--- src/rtl/pipe_ctrl.sv ---
// Pipeline controller: per-stage stall vector, one-cycle flush on exception, redirect target.
// Optional memory-stall watchdog compiled in with `define PIPE_CTRL_WDT_EN.
module pipe_ctrl #(
   parameter logic [31:0] EXC_VECTOR = 32'h00000020,
   parameter logic [7:0]  WDT_LIMIT  = 8'd16
) (
   input  logic        clk,
   input  logic        rst,
   input  logic        stallreq_from_id,
   input  logic        stallreq_from_ex,
   input  logic        stallreq_from_mem,
   input  logic [31:0] excepttype_i,
   input  logic [31:0] cp0_epc_i,
   output logic [5:0]  stall,
   output logic        flush,
   output logic [31:0] new_pc,
   output logic        bus_timeout
);

   typedef enum logic [0:0] {
      ST_RUN   = 1'b0,
      ST_FLUSH = 1'b1
   } state_e;

   state_e      state_q;
   state_e      state_d;
   logic [31:0] new_pc_q;
   logic [31:0] new_pc_d;
   logic        exc_s;
   logic        eret_s;
   logic        expire_s;

   if ((WDT_LIMIT < 8'd2) || (WDT_LIMIT > 8'd255)) begin : g_bad_wdt_limit
      $error("pipe_ctrl: WDT_LIMIT must lie in 2..255");
   end

   assign exc_s  = (excepttype_i != 32'h00000000);
   assign eret_s = (excepttype_i == 32'h0000000e);

`ifdef PIPE_CTRL_WDT_EN
   logic [7:0] wdt_q;
   logic [7:0] wdt_d;
   logic       bus_timeout_q;
   logic       bus_timeout_d;

   assign expire_s = (state_q == ST_RUN) && stallreq_from_mem &&
                     (wdt_q == (WDT_LIMIT - 8'd1));

   // Watchdog counts only uninterrupted RUN-state memory stalls.
   always_comb begin
      wdt_d         = 8'h00;
      bus_timeout_d = 1'b0;
      if ((state_q == ST_RUN) && stallreq_from_mem && !exc_s && !expire_s) begin
         wdt_d = wdt_q + 8'd1;
      end else begin
         wdt_d = 8'h00;
      end
      bus_timeout_d = expire_s;
   end

   // Watchdog state registers.
   always_ff @(posedge clk or negedge rst) begin
      if (!rst) begin
         wdt_q         <= 8'h00;
         bus_timeout_q <= 1'b0;
      end else begin
         wdt_q         <= wdt_d;
         bus_timeout_q <= bus_timeout_d;
      end
   end

   assign bus_timeout = bus_timeout_q;
`else
   assign expire_s    = 1'b0;
   assign bus_timeout = 1'b0;
`endif

   // Hold vector: mem > ex > id, suppressed in FLUSH and while reset is low.
   always_comb begin
      stall = 6'b000000;
      if (!rst || (state_q != ST_RUN)) begin
         stall = 6'b000000;
      end else if (stallreq_from_mem) begin
         stall = 6'b011111;
      end else if (stallreq_from_ex) begin
         stall = 6'b001111;
      end else if (stallreq_from_id) begin
         stall = 6'b000111;
      end else begin
         stall = 6'b000000;
      end
   end

   // Next state and redirect target; a real exception wins the target over a timeout.
   always_comb begin
      state_d  = ST_RUN;
      new_pc_d = 32'h00000000;
      case (state_q)
         ST_RUN: begin
            if (exc_s) begin
               state_d  = ST_FLUSH;
               new_pc_d = eret_s ? cp0_epc_i : EXC_VECTOR;
            end else if (expire_s) begin
               state_d  = ST_FLUSH;
               new_pc_d = EXC_VECTOR;
            end else begin
               state_d  = ST_RUN;
               new_pc_d = 32'h00000000;
            end
         end
         ST_FLUSH: begin
            state_d  = ST_RUN;
            new_pc_d = 32'h00000000;
         end
         default: begin
            state_d  = ST_RUN;
            new_pc_d = 32'h00000000;
         end
      endcase
   end

   // Control state registers.
   always_ff @(posedge clk or negedge rst) begin
      if (!rst) begin
         state_q  <= ST_RUN;
         new_pc_q <= 32'h00000000;
      end else begin
         state_q  <= state_d;
         new_pc_q <= new_pc_d;
      end
   end

   assign flush  = (state_q == ST_FLUSH);
   assign new_pc = new_pc_q;

endmodule

--- config.mk ---
export PLATFORM = sky130hd
export DESIGN_NAME = pipe_ctrl
export DESIGN_NICKNAME = d
export VERILOG_FILES = /design/src/rtl/pipe_ctrl.sv
export SDC_FILE = /design/constraint.sdc
export NUM_CORES = 1
export LEC_CHECK = 0
export BUFFER_PORTS_ARGS = -buffer_cell sky130_fd_sc_hd__buf_2
export CAP_MARGIN = 20
export CORE_MARGIN = 2
export CORE_UTILIZATION = 35
export DETAILED_ROUTE_END_ITERATION = 6
export GPL_TIMING_DRIVEN = 0
export HOLD_SLACK_MARGIN = 0.03
export PLACE_DENSITY = 0.72
export SLEW_MARGIN = 40
export SYNTH_ARGS = -nofsm -noshare
export SYNTH_HDL_FRONTEND = slang
export SYNTH_SLANG_ARGS = --single-unit
--- constraint.sdc ---
create_clock -name clk -period 1.19 [get_ports clk]
set_input_delay 0.0595 -clock clk [delete_from_list [all_inputs] [get_ports clk]]
set_output_delay 0.0595 -clock clk [all_outputs]
set_load 0.1 [all_outputs]
After elaboration in Yosys (flattened, before gate mapping):

Index checks and enable logic that the tools add are counted.

* register bits: 33
* bits of input ports: 69
* output and inout bits: 40
* logic and storage cells: 16

* equality and inequality tests: 1
* multiplexer cells: 9
* bitwise logic cells: 1
* reductions and logical operators: 3

Operators by type and width (number)
* 32-bit 2-to-1 mux: 2
* 32-bit case mux with 2 select lines: 1
* 32-bit by 4-bit equality test with 1-bit output (second input constant): 1
* 32-bit nonzero test: 1
* 6-bit 2-to-1 mux: 2
* 4-bit 2-to-1 mux: 1
* 3-bit 2-to-1 mux: 1
* 1-bit case mux with 2 select lines: 1
* 1-bit logical NOT: 1
* 1-bit logical OR: 1
* 1-bit 2-to-1 mux: 1
* 1-bit inverter: 1

Logic depth before layout (Yosys ltp):

Gate-level depths: netlist (run 1).

* word-level depth: 4
* gate-level depth with buffers: 4
* mapped depth without buffers: 3

Least setup slack after synthesis (run 1):

No wires, ideal clock.

* path type: register -> output
* start: reg state_q (netlist: flush)
* end: out stall[1]
* data arrival time: 2.842 ns
* required time: 1.131 ns
* setup slack: -1.711 ns
* stages on the path, launching flop included: 5
* path buffers: 1
* cell sequence: dfrtp_1 inv_1 nand2_1 nor2_1 buf_4

* cells in the longest elaborated chain, start to end: 2

RTL lines
* start, declared: line 25 `state_e state_q;`
* start signal, assigned: line 128 `state_q <= state_d;`
* 1-bit logical OR: line 81 `if (!rst || (state_q != ST_RUN)) begin`
* 6-bit 2-to-1 mux: line 81
* end, declared: line 14 `output logic [5:0] stall,`

Every way passes these cells.

Final worst setup path (run 1):

* start: reg state_q (netlist: flush)
* end: out stall[2]

Same word-level chain as after synthesis.

==> results.md, run 1 <==
* Status: finished with violations
* Failing checks: hold timing, setup timing
* Post-route setup slack at -0.2330 ns
* DRC violations left at 0
* Crit Path Class: flip-flop to primary output
* Later-pin clock latency in the skew report at 0.28 ns
* TritonRoute pass-1 iters at 2
* Pre-CTS WS at -0.4592 ns
* Largest net degree at the start of global routing at 36
* Worst endpoint data arrival time at 1.36 ns
* Initial core utilization at 36.67%
* Final Setup Violations at 35
* Worst hold path type: primary input to asynchronous set/reset pin
* Num CTS Buffers at 5
* Min cycle time layout at 1.423 ns
* RSZ-0062 raised after global routing: yes
* # diodes at 0
* Total of max-cap violations at 0
* Post-synth ARST share at 100.0%
* Post-route ant nets at 0
* GRT Overall Usage at 17.29%
* Initial detailed-routing violation count at 53
* Vias at 1581
* Placement Rows at 24
* Maximum vdd drop at 0.0006287 V
* Crit end category: primary output
* Layout cells sized above 1 at 62.02%
* PD cells at 878.8 mW/mm²
* Number of vias per cell at 4.664
* Number of buffer cells added on primary ports at 106
* Hold Violations, Final at 33
* TritonCTS clock tree: yes
* Worst-path clk slew at 0.07 ns
* Distinct cells, synth at 21
* Hold Slack at -0.2770 ns
* Yosys top cell by area: dfrtp_1
* First-pass GRT wire length at 6.858 mm
* Sink Count at 33
* Syn avg cell area at 12.00 µm²
* Vias in the first global route at 1545
* FF-to-FF setup slack at -0.06 ns
* Initial antenna violation count at 0
* DR WL/cell at 13.91 µm
* Max-slew violations at 0
* Largest cells by area after synthesis: dfrtp_1, nor4_2, inv_1
* Post-synth top area share at 51.36%
* EDFF count, synth at 0
* P_leak at 1.701 nW
* Final wirelength at 4.717 mm
* Tcrit/Tclk final at 119.6%
* Post-DP HPWL at 2.887 mm
* Dominant synthesized flop cell: dfrtp_1
* Worst Path Required at 1.13 ns
* Net count, final at 355
* Yosys warning total at 0
* Die ar. at 0.005152 mm²
* Ports at 109
* Root Buffer: clkbuf_8
* Maximum root-to-sink buffer count at 2
* F_max at 0.7028 GHz
* Seq/Total Area, Yosys at 51.36%
* Cell Area, Synth at 0.001608 mm²
* Seq cells post-synth at 33
* Mapped Cells at 134
* H-tree levels at 2
* Clock skew at 0.002462 ns
* Crit start category: flip-flop
* Gpl congestion at 0.8068
* Crit Path Max Fanout at 3
* Gr ovfl total at 0
* Reg2Reg Depth at 5
* Hold-fix buffers, CTS at 31
* Die Y at 71.78 µm
* Area growth syn-to-layout at 94.71%
* Core region area at 0.004384 mm²
* Width of the die at 71.78 µm
routing by layer:
layer / wire length (µm) / share of wire [%] / global-route usage [%] / up-vias
met3: 269 / 5.7 / 3.094 / 11
met5: 0 / 0 / 0 / -
met1: 1693 / 36 / 19.41 / 742
met2: 2639 / 56 / 31.07 / 75
li1: - / - / - / 753
met4: 116 / 2.5 / 9.015 / 0
power by group:
group          internal (mW)  switching (mW)  leakage [nW]
registers               1.12  0.000000000783         0.461
clock network          0.682           0.395        0.0585
logic                  0.261           0.291          1.18
total                   2.06           0.687          1.70
worst max-delay path, stage by stage (launching register included):
cell,delay (ns)
dfrtp_4,0.49
inv_4,0.07
nand2_4,0.05
nor2_4,0.18
buf_12,0.13
buf_12,0.16
final timing paths:
kind | startpoint | endpoint
max | flush | stall[2]
min | rst | new_pc[16]
max reg2reg | flush | new_pc[7]
min reg2reg | flush | new_pc[5]
max in group asynchronous | rst | flush
min in group clk | cp0_epc_i[5] | new_pc[5]
sequential cells by signal, summed over array words and instances, names as in the netlist:
register	flops
flush	1
new_pc	32
timing repair:
item,in CTS,in global routing
setup buffers,3,1
gates cloned,1,2
endpoints found under the setup margin,7,33
gates resized for setup,26,29
pin swaps,3,1
hold endpoints to repair,64,33
metrics by stage:
step | util (%) | TNS, ns | area, µm² | instances | power, mW
floorplan | - | -2.515 | 1687 | 135 | 1.355
global placement | 52.05 | -6.538 | 2282 | 293 | 1.512
detailed placement | 52.05 | -8.698 | 2282 | 293 | 1.516
CTS | 64.98 | -1.168 | 2849 | 336 | 2.722
global route | 71.40 | -3.706 | 3131 | 339 | 2.853
finish | 71.40 | -1.850 | 3131 | 339 | 2.751
synth_stat cells (all sizes together) (2+ instances only):
cell,n
and4,2
nor4,37
nor2,4
a31oi,2
buf,13
nand4,2
inv,32
dfrtp,33
nor3,3
placed cells by master, fill, tap and decap left out, drive strengths merged, types with 2 or more instances in the layout:
cell         synthesis  routed
and4                 2       2
dfrtp               33      33
a31oi                2       2
buf                 13     122
clkbuf               0      11
nor2                 4       4
nor3                 3       3
dlygate4sd3          0      31
inv                 32      32
nand4                2       2
nor4                37      37
conb                 1       2
layout make-up:
type | count | area, µm²
buffer | 13 | 163.9
timing repair buffer | 144 | 1023
clock inverter | 1 | 30.03
fill | 296 | 1254
tap | 52 | 65.06
clock buffer | 7 | 86.33
inverter | 32 | 122.6
sequential | 33 | 829.5
multi-input combinational | 57 | 809.5
logic make-up (layout without fill, tap and decap cells):
kind of cell,Yosys count,in the layout,synth area share (%)
and+or+nand+nor,52,52,33.93
buffers and inverters,45,197,13.23
DFF,33,33,51.36
AOI/OAI and AO/OA,3,3,1.245
other,1,2,0.2332
No activity file was read; power rests on OpenSTA's default activity.
==> run 2, diff against run 1 <==
--- a/config.mk
+++ b/config.mk
@@ -7,12 +7,13 @@
 export LEC_CHECK = 0
 export BUFFER_PORTS_ARGS = -buffer_cell sky130_fd_sc_hd__buf_2
 export CAP_MARGIN = 20
-export CORE_MARGIN = 2
+export CORE_MARGIN = 1
 export CORE_UTILIZATION = 35
 export DETAILED_ROUTE_END_ITERATION = 6
 export GPL_TIMING_DRIVEN = 0
 export HOLD_SLACK_MARGIN = 0.03
-export PLACE_DENSITY = 0.72
+export PLACE_DENSITY = 0.8
+export RECOVER_POWER = 25
 export SLEW_MARGIN = 40
 export SYNTH_ARGS = -nofsm -noshare
 export SYNTH_HDL_FRONTEND = slang
==> run 2 against run 1 <==
Critical endpoint is now new_pc[14]. Core utilization up 2.4 points. Final cell count increased by 0.88%. Die area decreased by 5.5%. Power increased by 0.27%. Sequential power hardly changed. Combinational power up 3%. The flow still finishes with violations (hold timing, setup timing). Global-route usage increased by 0.51 points. Clock-buffer cell count is the same. Via count shrank 0.70%. Largest power group unchanged.
==> results.md, run 2 (same netlist as run 1, synthesis figures left out) <==
* Most frequent cells in the layout: buf_2, dfrtp_1, inv_1 (was buf_2, dfrtp_1, inv_1, dlygate4sd3_1, nor4_4)
* Core region area at 0.004384 mm² (unchanged)
* Initial antenna violation count at 0 (unchanged)
* Hold-fix buffers, CTS at 30 (was 31)
* Failing checks: hold timing, setup timing (unchanged)
* First-pass GRT wire length at 6.686 mm (was 6.858 mm)
* Hold Slack at -0.2786 ns (was -0.2770 ns)
* Max-slew violations at 0 (unchanged)
* GRT Overall Usage at 17.80% (was 17.29%)
* Width of the die at 69.78 µm (was 71.78 µm)
* Net count, final at 358 (was 355)
* Maximum root-to-sink buffer count at 2 (unchanged)
* Status: finished with violations (unchanged)
* Min cycle time layout at 1.428 ns (was 1.423 ns)
* Worst endpoint data arrival time at 1.61 ns (was 1.36 ns)
* Die Y at 69.78 µm (was 71.78 µm)
* Num CTS Buffers at 5 (unchanged)
* Commonest non-fill, non-tap cell in the layout: buf_2 (unchanged)
* Ports at 109 (unchanged)
* Gr ovfl total at 0 (unchanged)
* Largest net degree at the start of global routing at 36 (unchanged)
* Placement Rows at 24 (unchanged)
* RSZ-0062 raised after global routing: yes (unchanged)
* H-tree levels at 2 (unchanged)
* Root Buffer: clkbuf_8 (unchanged)
* Post-route ant nets at 0 (unchanged)
* Worst hold path type: primary input to asynchronous set/reset pin (unchanged)
* # diodes at 0 (unchanged)
* Tcrit/Tclk final at 120.0% (was 119.6%)
* Sink Count at 33 (unchanged)
* Final wirelength at 4.445 mm (was 4.717 mm)
* Clock skew at 0.002569 ns (was 0.002462 ns)
* PD cells at 852.2 mW/mm² (was 878.8 mW/mm²)
* Layout cells sized above 1 at 63.10% (was 62.02%)
* Maximum vdd drop at 0.0004448 V (was 0.0006287 V)
* Initial detailed-routing violation count at 56 (was 53)
* Gpl congestion at 0.7025 (was 0.8068)
* Vias at 1570 (was 1581)
* Initial core utilization at 36.67% (unchanged)
* Largest register FFs at 32 (unchanged)
* Number of vias per cell at 4.591 (was 4.664)
* Finished Core Util at 73.83% (was 71.40%)
* DR WL/cell at 13.00 µm (was 13.91 µm)
* P_leak at 1.770 nW (was 1.701 nW)
* Final Setup Violations at 36 (was 35)
* Crit start category: flip-flop (unchanged)
* Later-pin clock latency in the skew report at 0.28 ns (about the same)
* TritonRoute pass-1 iters at 2 (unchanged)
* DRC violations left at 0 (unchanged)
* Worst Path Required at 1.38 ns (was 1.13 ns)
* Crit Path Class: flip-flop to flip-flop (was flip-flop to primary output)
* FF-to-FF setup slack at -0.24 ns (was -0.06 ns)
* TritonCTS clock tree: yes (unchanged)
* Number of buffer cells added on primary ports at 106 (unchanged)
* Hold Violations, Final at 33 (unchanged)
* Total of max-cap violations at 0 (unchanged)
* Die ar. at 0.004869 mm² (was 0.005152 mm²)
* Post-DP HPWL at 2.698 mm (was 2.887 mm)
* Area growth syn-to-layout at 101.3% (was 94.71%)
* Vias in the first global route at 1503 (was 1545)
* F_max at 0.7000 GHz (was 0.7028 GHz)
* Crit Path Max Fanout at 5 (was 3)
* Crit end category: flip-flop (was primary output)
* Post-route setup slack at -0.2385 ns (was -0.2330 ns)
* Worst-path clk slew at 0.06 ns (was 0.07 ns)
[run 2: changes by cell type in the layout (fill, tap and decap cells not counted)]
cell	change
dlygate4sd3_1	-1
buf_8	-1
buf_2	+2
buf_4	-1
nor4_4	+6
nor4_1	-1
buf_12	+2
buf_6	+4
nor4_2	-5
clkbuf_4	-2
[run 2: path summary, 6_finish.rpt]
kind | from | end | depth (start not counted)
setup / recovery | flush | new_pc[14] | 8
hold / removal | rst | new_pc[2] | 1
setup reg to reg | flush | new_pc[14] | 8
hold reg to reg | flush | flush | 2
max in group asynchronous | rst | flush | 1
min in group clk | cp0_epc_i[27] | new_pc[27] | 3
[run 2: metrics by stage]
stage / power [mW] / setup slack (ns) / std cells / instance area (µm²) / setup TNS, ns
4_1_cts: 2.720 / -0.2500 / 335 / 2839 / -1.077
3_3_place_gp: 1.509 / -0.4021 / 293 / 2282 / -6.416
2_1_floorplan: 1.355 / -0.4652 / 135 / 1687 / -2.515
5_1_grt: 2.883 / -0.3240 / 342 / 3237 / -8.977
3_5_place_dp: 1.515 / -0.4432 / 293 / 2282 / -7.460
6_report: 2.758 / -0.2385 / 342 / 3237 / -7.161
[run 2: area by class of cell]
class | instances | area (µm²)
fillers | 284 | 1147
clock inverters | 1 | 30.03
flip-flops and latches | 33 | 829.5
clock buffers | 7 | 86.33
plain buffers | 13 | 163.9
inverters | 32 | 122.6
well taps | 52 | 65.06
multi-input cells | 57 | 868.3
repair buffers | 147 | 1071
[run 2: worst max-delay path, stage by stage, from the launching register on]
cell	delay (ns)
dfrtp_4	0.49
inv_4	0.07
buf_4	0.10
buf_6	0.08
buf_6	0.09
nand2b_4	0.08
buf_12	0.15
clkbuf_16	0.16
nor4_4	0.12
[run 2: power breakdown]
part,internal [mW],switching (mW),leakage (nW)
clock network,0.682,0.387,0.0585
logic,0.270,0.298,1.25
registers,1.12,0.000000000747,0.461
total,2.07,0.685,1.77
[run 2: repair_timing]
item | 4_1_cts | 5_1_grt
pin swaps | 3 | 2
endpoints found under the hold margin | 63 | 33
buffers inserted | 3 | 5
cloned | 1 | 2
resized for setup | 26 | 39
setup endpoints to repair | 15 | 34
[run 2: metal layers]
layer | wire, µm | up-vias | global-route usage [%] | part of all wire (%)
met3 | 222 | 7 | 4.360 | 5.0
met1 | 1640 | 728 | 19.13 | 37
met2 | 2507 | 69 | 33.23 | 56
li1 | - | 766 | - | -
met5 | 0 | - | 0 | 0
met4 | 75 | 0 | 6.667 | 1.7
